--- config.mk ---
export PLATFORM = sky130hd
export DESIGN_NAME = mux4_rr_arbiter
export DESIGN_NICKNAME = d
export VERILOG_FILES = /design/src/rtl/mux4_rr_arbiter_pkg.sv /design/src/rtl/mux4_sel.sv /design/src/rtl/mux4_rr_arbiter.sv
export SDC_FILE = /design/constraint.sdc
export NUM_CORES = 1
export LEC_CHECK = 0
export BUFFER_PORTS_ARGS = -buffer_cell sky130_fd_sc_hd__buf_2
export CORE_MARGIN = 1
export CORE_UTILIZATION = 49
export CTS_BUF_LIST = sky130_fd_sc_hd__clkbuf_8
export DETAILED_ROUTE_END_ITERATION = 12
export GPL_ROUTABILITY_DRIVEN = 0
export PLACE_DENSITY = 0.87
export SYNTH_ARGS = -nofsm -noshare
export SYNTH_HDL_FRONTEND = slang
export SYNTH_HIERARCHICAL = 1
export SYNTH_SLANG_ARGS = --single-unit
--- constraint.sdc ---
create_clock -name clk -period 2.2 [get_ports clk]
set_input_delay 0.33 -clock clk [delete_from_list [all_inputs] [get_ports clk]]
set_output_delay 0.33 -clock clk [all_outputs]
set_load 0.02 [all_outputs]
--- src/rtl/mux4_rr_arbiter_pkg.sv ---
// rtl/mux4_rr_arbiter_pkg.sv - shared constants and helpers for the round-robin selector arbiter
package mux4_rr_arbiter_pkg;

    typedef enum logic {
        ST_IDLE  = 1'b0,
        ST_GRANT = 1'b1
    } arb_state_t;

    localparam int         NUM_REQ   = 4;
    localparam logic [1:0] RESET_PTR = 2'd3;

    // Search order is last+1, last+2, last+3, last; the nearest set bit wins.
    function automatic logic [1:0] rr_pick(input logic [3:0] req_v, input logic [1:0] last_v);
        logic [1:0] idx;
        logic [1:0] pick;
        pick = last_v;
        for (int k = NUM_REQ; k >= 1; k--) begin
            idx = last_v + k[1:0];
            if (req_v[idx]) begin
                pick = idx;
            end
        end
        return pick;
    endfunction

    function automatic logic [3:0] idx_to_onehot(input logic [1:0] idx);
        return 4'b0001 << idx;
    endfunction

endpackage

--- src/rtl/mux4_sel.sv ---
// rtl/mux4_sel.sv - W-bit 4-to-1 data selector with enable, output forced to zero when disabled
module mux4_sel #(
    parameter int W = 8
) (
    input  logic         en,
    input  logic [1:0]   sel,
    input  logic [W-1:0] d0,
    input  logic [W-1:0] d1,
    input  logic [W-1:0] d2,
    input  logic [W-1:0] d3,
    output logic [W-1:0] y
);

    always_comb begin
        y = '0;
        if (en) begin
            case (sel)
                2'd0:    y = d0;
                2'd1:    y = d1;
                2'd2:    y = d2;
                default: y = d3;
            endcase
        end
    end

endmodule

--- src/rtl/mux4_rr_arbiter.sv ---
// rtl/mux4_rr_arbiter.sv - round-robin arbiter with hold limit sharing one 4-to-1 selector
module mux4_rr_arbiter
    import mux4_rr_arbiter_pkg::*;
#(
    parameter int W        = 8,
    parameter int MAX_HOLD = 4
) (
    input  logic         clk,
    input  logic         rst_n,
    input  logic [3:0]   req,
    input  logic [W-1:0] d0,
    input  logic [W-1:0] d1,
    input  logic [W-1:0] d2,
    input  logic [W-1:0] d3,
    output logic [3:0]   grant,
    output logic [1:0]   sel,
    output logic         busy,
    output logic [W-1:0] dout,
    output logic         switch
);

    localparam logic [3:0] HOLD_LAST = 4'(MAX_HOLD - 1);

    arb_state_t state_q, state_d;
    logic [3:0] grant_q, grant_d;
    logic [1:0] sel_q, sel_d;
    logic       busy_q, busy_d;
    logic       switch_q, switch_d;
    logic [3:0] hold_q, hold_d;
    logic [1:0] last_q, last_d;

    logic [3:0] others;
    logic [1:0] win_any;
    logic [1:0] win_others;

    assign others     = req & ~grant_q;
    assign win_any    = rr_pick(req, last_q);
    assign win_others = rr_pick(others, last_q);

    always_comb begin
        state_d  = state_q;
        grant_d  = grant_q;
        sel_d    = sel_q;
        busy_d   = busy_q;
        switch_d = 1'b0;
        hold_d   = hold_q;
        last_d   = last_q;

        case (state_q)
            ST_IDLE: begin
                if (|req) begin
                    state_d = ST_GRANT;
                    grant_d = idx_to_onehot(win_any);
                    sel_d   = win_any;
                    busy_d  = 1'b1;
                    hold_d  = '0;
                    last_d  = win_any;
                end
            end
            default: begin
                // last_q equals the owner here, so the search naturally starts after it.
                if (!req[sel_q]) begin
                    if (|req) begin
                        grant_d  = idx_to_onehot(win_any);
                        sel_d    = win_any;
                        switch_d = 1'b1;
                        hold_d   = '0;
                        last_d   = win_any;
                    end else begin
                        state_d = ST_IDLE;
                        grant_d = '0;
                        busy_d  = 1'b0;
                        hold_d  = '0;
                    end
                end else if ((hold_q == HOLD_LAST) && (|others)) begin
                    grant_d  = idx_to_onehot(win_others);
                    sel_d    = win_others;
                    switch_d = 1'b1;
                    hold_d   = '0;
                    last_d   = win_others;
                end else if (hold_q != HOLD_LAST) begin
                    hold_d = hold_q + 4'd1;
                end
            end
        endcase
    end

    always_ff @(posedge clk or negedge rst_n) begin
        if (!rst_n) begin
            state_q  <= ST_IDLE;
            grant_q  <= '0;
            sel_q    <= '0;
            busy_q   <= 1'b0;
            switch_q <= 1'b0;
            hold_q   <= '0;
            last_q   <= RESET_PTR;
        end else begin
            state_q  <= state_d;
            grant_q  <= grant_d;
            sel_q    <= sel_d;
            busy_q   <= busy_d;
            switch_q <= switch_d;
            hold_q   <= hold_d;
            last_q   <= last_d;
        end
    end

    assign grant  = grant_q;
    assign sel    = sel_q;
    assign busy   = busy_q;
    assign switch = switch_q;

    mux4_sel #(.W(W)) u_sel (
        .en  (busy_q),
        .sel (sel_q),
        .d0  (d0),
        .d1  (d1),
        .d2  (d2),
        .d3  (d3),
        .y   (dout)
    );

endmodule

==> results.cfg, run 1 <==
[run_status]
status = complete, no violations

[grt]
grt_max_degree = 20
grtUsageTotal_pct = 28.0
grt_pass1_wl_um = 5640
grt_pass1_vias = 1342
overflow = 0
antenna_found_initial = 0

[clock_network]
cts_buffer_depth = 2
clk_pin_slew_ps = 60
root_buffer = clkbuf_8
cts_setup_buffers = 0
insertion_delay_ps = 260
cts-buffers-inserted = 3
cts_tree = yes
cts_num_sinks = 15
ctsResizeCount = 0
htreeDepth = 1

[synthesis]
ys_seq_area_share_pct = 29.1
yosys_warnings = 6
yosysUniqueCellTypes = 48
syn_nets = 182
synth_edf_count = 0
synthTopCellsByArea = dfrtp_1 (25%), mux2i_1 (16%), nand2_1 (5.5%)
synth_top_area_share_pct = 25.0
yosys.area.top_type = dfrtp_1
netlist_area_um2 = 1300
synthCells = 143
synthArstFlopShare_pct = 100
synthFlopType = dfrtp_1
synth.avg_cell_area_um2 = 9.08
ys_seq_elements = 15

[power_and_ir_drop]
powerDensity_nw_per_um2 = 1280
leakage_nw = 0.842
ir_drop_mv = 0.876

[final_layout]
num-fill-cells = 195
mostFrequentLayoutCells = buf_2 (53), mux2i_1 (21), nand2_1 (19), dfrtp_1 (13), o22ai_1 (10)
area_growth_pct = 24.9
nets = 237
layout-drive-gt1-share_pct = 35.5
stdcell_count = 227
n_antenna_cell = 0
mostFrequentLayoutCell = buf_2

[die]
die_h_um = 53.5
start_util_pct = 52.0
die_w_um = 53.5
rows = 18
dieArea_um2 = 2860
core-area_um2 = 2500
io_pins = 54

[critical_path]
r2r_cells = 6
slowest_stage = or3b_4
cp_cell_sequence = ha_1, or3b_4, a41oi_2, o21ai_1, a22oi_1, o21ai_0
max_stage_delay_ps = 420
path_buf_inv = 0
cp-end-kind = register
r2r-end = grant[0]
worst_ep_arrival_time_ps = 2120
crit_type = reg2reg
rrSetupSlack_ps = 210
regToRegStartpoint = hold_q[0]
crit_required_ps = 2320
critPathTopFamily = compound AO/OA/AOI/OAI gates
cp_max_fo = 5
crit_path_start_kind = register

[place]
placed_cells = 222
port_buffers = 53
hpwl_um = 2840

[sta]
setup_viol = 0
tightest_slew_ps = 535
timing.final.hold_violations = 0
finalSetupTns_ps = 0
fmax_mhz = 502
fin_crit_sh_pct = 90.6
rsz0062_at_grt = no
drv_slew = 0
min_period_ps = 1990
skew_ps = 3.48
slew-limit-headroom_pct = 64.0

[worst_hold_path]
holdPathStages = 3
holdPathEnd = state_q
holdCritPathClass = in2reg
min_from = req[0]

[route]
drtPass1Iterations = 4
drc_errors = 0
drtIter0Drc = 57
route.vias.total = 1399
viasPerCell = 6.16
wire_per_inst_um = 16.3
antenna_left = 0
wl_um = 3700

[job]
cap_violations = 0
## cell type report
cell class	instances	area [µm²]	share of cell area [%]
inverters	5	18.8	1.16
multi-input cells	117	852	52.5
clock inverters	1	3.75	0.231
well taps	30	37.5	2.31
flip-flops and latches	15	378	23.3
repair buffers	56	290	17.9
clock buffers	3	41.3	2.55
## metal layers
metal	track usage, %	share of wire (%)
met4	17.5	3.2
met3	6.61	11
met1	30.8	36
met2	47.7	50
met5	0	0
## synthesized netlist by cell type, types with 2 or more instances
library cell	n
nand2b_1	8
a22oi_1	5
o21a_1	2
inv_1	4
o21ai_0	6
nor2b_1	2
nand2_1	19
a21oi_1	5
o221ai_1	3
buf_2	3
mux2i_1	21
dfstp_2	2
dfrtp_1	13
nor2_1	7
o22ai_1	10
## where the power goes
| part | leakage, nW | internal, W | switching (W) |
|---|---|---|---|
| logic | 0.632 | 0.000528 | 0.000812 |
| registers | 0.183 | 0.000391 | 0.000114 |
| clock network | 0.0269 | 0.000124 | 0.000104 |
| total | 0.842 | 0.00104 | 0.00103 |
## state kept, by name, summed over array words and instances, names as in the netlist
register and cells:
last_q 2, grant 4, switch 1, hold_q 4, state_q 1, sel 2
busy 1
## worst max path at each step
stage                     startpoint        to  slack (ps)  depth (start not counted)
after floorplan            hold_q[0]  grant[1]         500                          6
after global placement     hold_q[0]  grant[2]         360                          6
after detailed placement   hold_q[0]  grant[0]         250                          6
after CTS                  hold_q[0]  grant[0]         230                          6
after global routing       hold_q[0]  grant[0]          70                          6
final                      hold_q[0]  grant[0]         210                          6
## cells by family (layout without fill, tap and decap cells)
group / Yosys count / in the layout / synth area share [%]
compound gates: 44 / 44 / 25.6
xor+xnor: 1 / 1 / 0.674
fa+ha+maj: 1 / 1 / 0.963
buf+inv: 11 / 65 / 5.30
flops: 15 / 15 / 29.1
mux: 21 / 21 / 16.2
simple gates: 50 / 50 / 22.2
## worst reg2reg max path, cell delays in order (launching register included)
cell and delay (ps):
dfrtp_1 390, ha_1 210, or3b_4 420, a41oi_2 270, o21ai_1 220, a22oi_1 220, o21ai_0 130
## what timing repair did
action,CTS,global route
endpoints found under the hold margin,13,0
hold buffers,1,0
endpoints found under the setup margin,0,0
## stage by stage
step | worst slack, ps | utilization (%) | power, W | instance area [µm²] | hold slack, ps
after global routing | 71.6 | 64.9 | 0.00221 | 1620 | 512
after detailed placement | 251 | 62.7 | 0.00182 | 1570 | 257
after floorplan | 505 | - | 0.00151 | 1300 | 34.4
after global placement | 359 | 62.7 | 0.00176 | 1570 | 246
after CTS | 229 | 64.9 | 0.00206 | 1620 | 489
final | 208 | 64.9 | 0.00207 | 1620 | 492
Note: power is estimated with default switching activity, not from simulation.
==> run 2: changes to the inputs <==
--- a/config.mk
+++ b/config.mk
@@ -5,13 +5,14 @@
 export SDC_FILE = /design/constraint.sdc
 export NUM_CORES = 1
 export LEC_CHECK = 0
+export ABC_AREA = 1
 export BUFFER_PORTS_ARGS = -buffer_cell sky130_fd_sc_hd__buf_2
 export CORE_MARGIN = 1
 export CORE_UTILIZATION = 49
 export CTS_BUF_LIST = sky130_fd_sc_hd__clkbuf_8
 export DETAILED_ROUTE_END_ITERATION = 12
 export GPL_ROUTABILITY_DRIVEN = 0
-export PLACE_DENSITY = 0.87
+export PLACE_DENSITY = 0.84
 export SYNTH_ARGS = -nofsm -noshare
 export SYNTH_HDL_FRONTEND = slang
 export SYNTH_HIERARCHICAL = 1
==> run 2 against run 1 <==
Global-route usage decreased by 4.7 points; hold slack improved by 18 ps; largest power group unchanged; synthesized cell count rose by 90%; final cell count up 64%; die area up 26%; clock power decreased by 5%; power rose by 56%; critical path depth rose by 5; non-clock buffer count rose by 2; clock skew down 1.4 ps; critical endpoint is now sel[0]; critical path type unchanged; largest cell class unchanged.
==> results.cfg, run 2 <==
[run_status]
status = complete, no violations

[sta]
rsz0062_at_grt = no
holdWs_ps = 510
finalSetupTns_ps = 0
fmax_mhz = 527
setup_viol = 0
timing.final.hold_violations = 0
slew-limit-headroom_pct = 73.3
skew_ps = 2.13
min_period_ps = 1900
tightest_slew_ps = 400
drv_slew = 0
fin_crit_sh_pct = 86.3

[synthesis]
ys_seq_elements = 15
synth_edf_count = 0
synth_top_area_share_pct = 19.8
synth_common_cells = nand2_1 (67), nand3_1 (43), nor2_1 (40)
synth_most_common_cell = nand2_1
yosys.area.top_type = dfrtp_1
netlist_area_um2 = 1640
yosys_warnings = 6
syn_nets = 311
synthFlopType = dfrtp_1
synthCells = 272
synth.avg_cell_area_um2 = 6.04
ys_seq_area_share_pct = 23.0
synthTopCellsByArea = dfrtp_1 (20%), nand2_1 (15%), nand3_1 (13%)
synthArstFlopShare_pct = 100
yosysUniqueCellTypes = 23

[clock_network]
cts_tree = yes
hold_buffers = 1
cts-buffers-inserted = 3
cts_setup_buffers = 0
root_buffer = clkbuf_8
cts_num_sinks = 15
ctsResizeCount = 0
cts_buffer_depth = 2
insertion_delay_ps = 250
htreeDepth = 1
clk_pin_slew_ps = 60

[die]
die_h_um = 59.9
core-area_um2 = 3130
start_util_pct = 52.6
rows = 20
dieArea_um2 = 3590
io_pins = 54
die_w_um = 59.9

[final_layout]
num-fill-cells = 296
layout-drive-gt1-share_pct = 32.0
mostFrequentLayoutCell = nand2_1
n_antenna_cell = 0
mostFrequentLayoutCells = nand2_1 (67), buf_2 (53), nand3_1 (43), nor2_1 (40), inv_1 (30)
final_area_um2 = 1990
nets = 368
area_growth_pct = 21.3

[critical_path]
crit_path_start_kind = register
cp_max_fo = 12
r2r_cells = 11
r2r-end = sel[0]
crit_required_ps = 2330
rrSetupSlack_ps = 300
regToRegStartpoint = last_q[0]
endpoint = sel[0]
cp-end-kind = register
cp-startpoint = last_q[0]
crit_type = reg2reg
worst_ep_arrival_time_ps = 2030

[route]
wl_um = 4040
antenna_left = 0
drtPass1Iterations = 5
wire_per_inst_um = 10.9
drc_errors = 0
route.vias.total = 1863
drtIter0Drc = 83
viasPerCell = 5.01

[grt]
grt_pass1_vias = 1460
grtUsageTotal_pct = 23.3
grt_pass1_wl_um = 6490
overflow = 0
grt_max_degree = 16
antenna_found_initial = 0

[place]
hpwl_um = 3200
place_area_um2 = 1940
port_buffers = 53

[worst_hold_path]
holdCritPathClass = in2async

[job]
cap_violations = 0

[power_and_ir_drop]
ir_drop_mv = 0.792
powerDensity_nw_per_um2 = 1620
leakage_nw = 1.13
[run 2: kinds of logic after synthesis]
kind of cell             synth area share (%)
AND/OR/NAND/NOR                          53.3
buffers and inverters                    11.6
AO/OA/AOI/OAI                            10.9
flip-flops                               23.0
XOR/XNOR                                0.533
adder cells (fa/ha/maj)                 0.761
[run 2: power by group]
part,switching [W],leakage [nW],internal [W]
Sequential,0.000157,0.179,0.000416
Combinational,0.00160,0.929,0.000840
Clock,0.0000940,0.0269,0.000124
Total,0.00185,1.13,0.00138
[run 2: how the worst min path moves through the flow]
| stage | start | to | slack (ps) | cells after the start |
|---|---|---|---|---|
| final | rst_n | hold_q[2] | 510 | 2 |
| after global routing | rst_n | hold_q[2] | 550 | 2 |
| after CTS | rst_n | hold_q[2] | 520 | 2 |
| after detailed placement | rst_n | hold_q[1] | 250 | 1 |
| after global placement | rst_n | hold_q[1] | 250 | 1 |
| after floorplan | rst_n | busy | 30 | 0 |
[run 2: worst max-delay path, cell delays in order (launching register included)]
cell and delay (ps):
dfstp_2 650, inv_2 160, nand2_1 90, nand2_1 140
nand2_1 120, nand2_2 70, inv_2 60, nand3_1 120
nand3_1 130, nand3_1 90, nand3_1 90, o21ai_0 80
[run 2: layer usage]
metal | vias to the layer above | track usage [%] | wire length [µm]
met5 | - | 0 | 0
met2 | 67 | 37.3 | 1900
li1 | 971 | - | -
met3 | 2 | 2.16 | 216
met1 | 823 | 34.1 | 1910
met4 | 0 | 4.65 | 15
[run 2: layout make-up]
type / instances / area [µm²] / share of cell area [%]
inverters: 36 / 135 / 6.78
clock inverters: 1 / 3.75 / 0.188
repair buffers: 58 / 305 / 15.3
flip-flops and latches: 15 / 378 / 18.9
well taps: 44 / 55.1 / 2.76
multi-input cells: 215 / 1080 / 54.0
clock buffers: 3 / 41.3 / 2.07
[run 2: per-stage QoR]
| step | std cells | setup slack [ps] | utilization, % | total power [W] |
|---|---|---|---|---|
| floorplan | 272 | 537 | - | 0.00253 |
| detailed placement | 367 | 358 | 62.0 | 0.00299 |
| global route | 372 | 121 | 63.8 | 0.00357 |
| CTS | 372 | 318 | 63.8 | 0.00322 |
| finish | 372 | 302 | 63.8 | 0.00323 |
| global placement | 367 | 367 | 62.0 | 0.00297 |
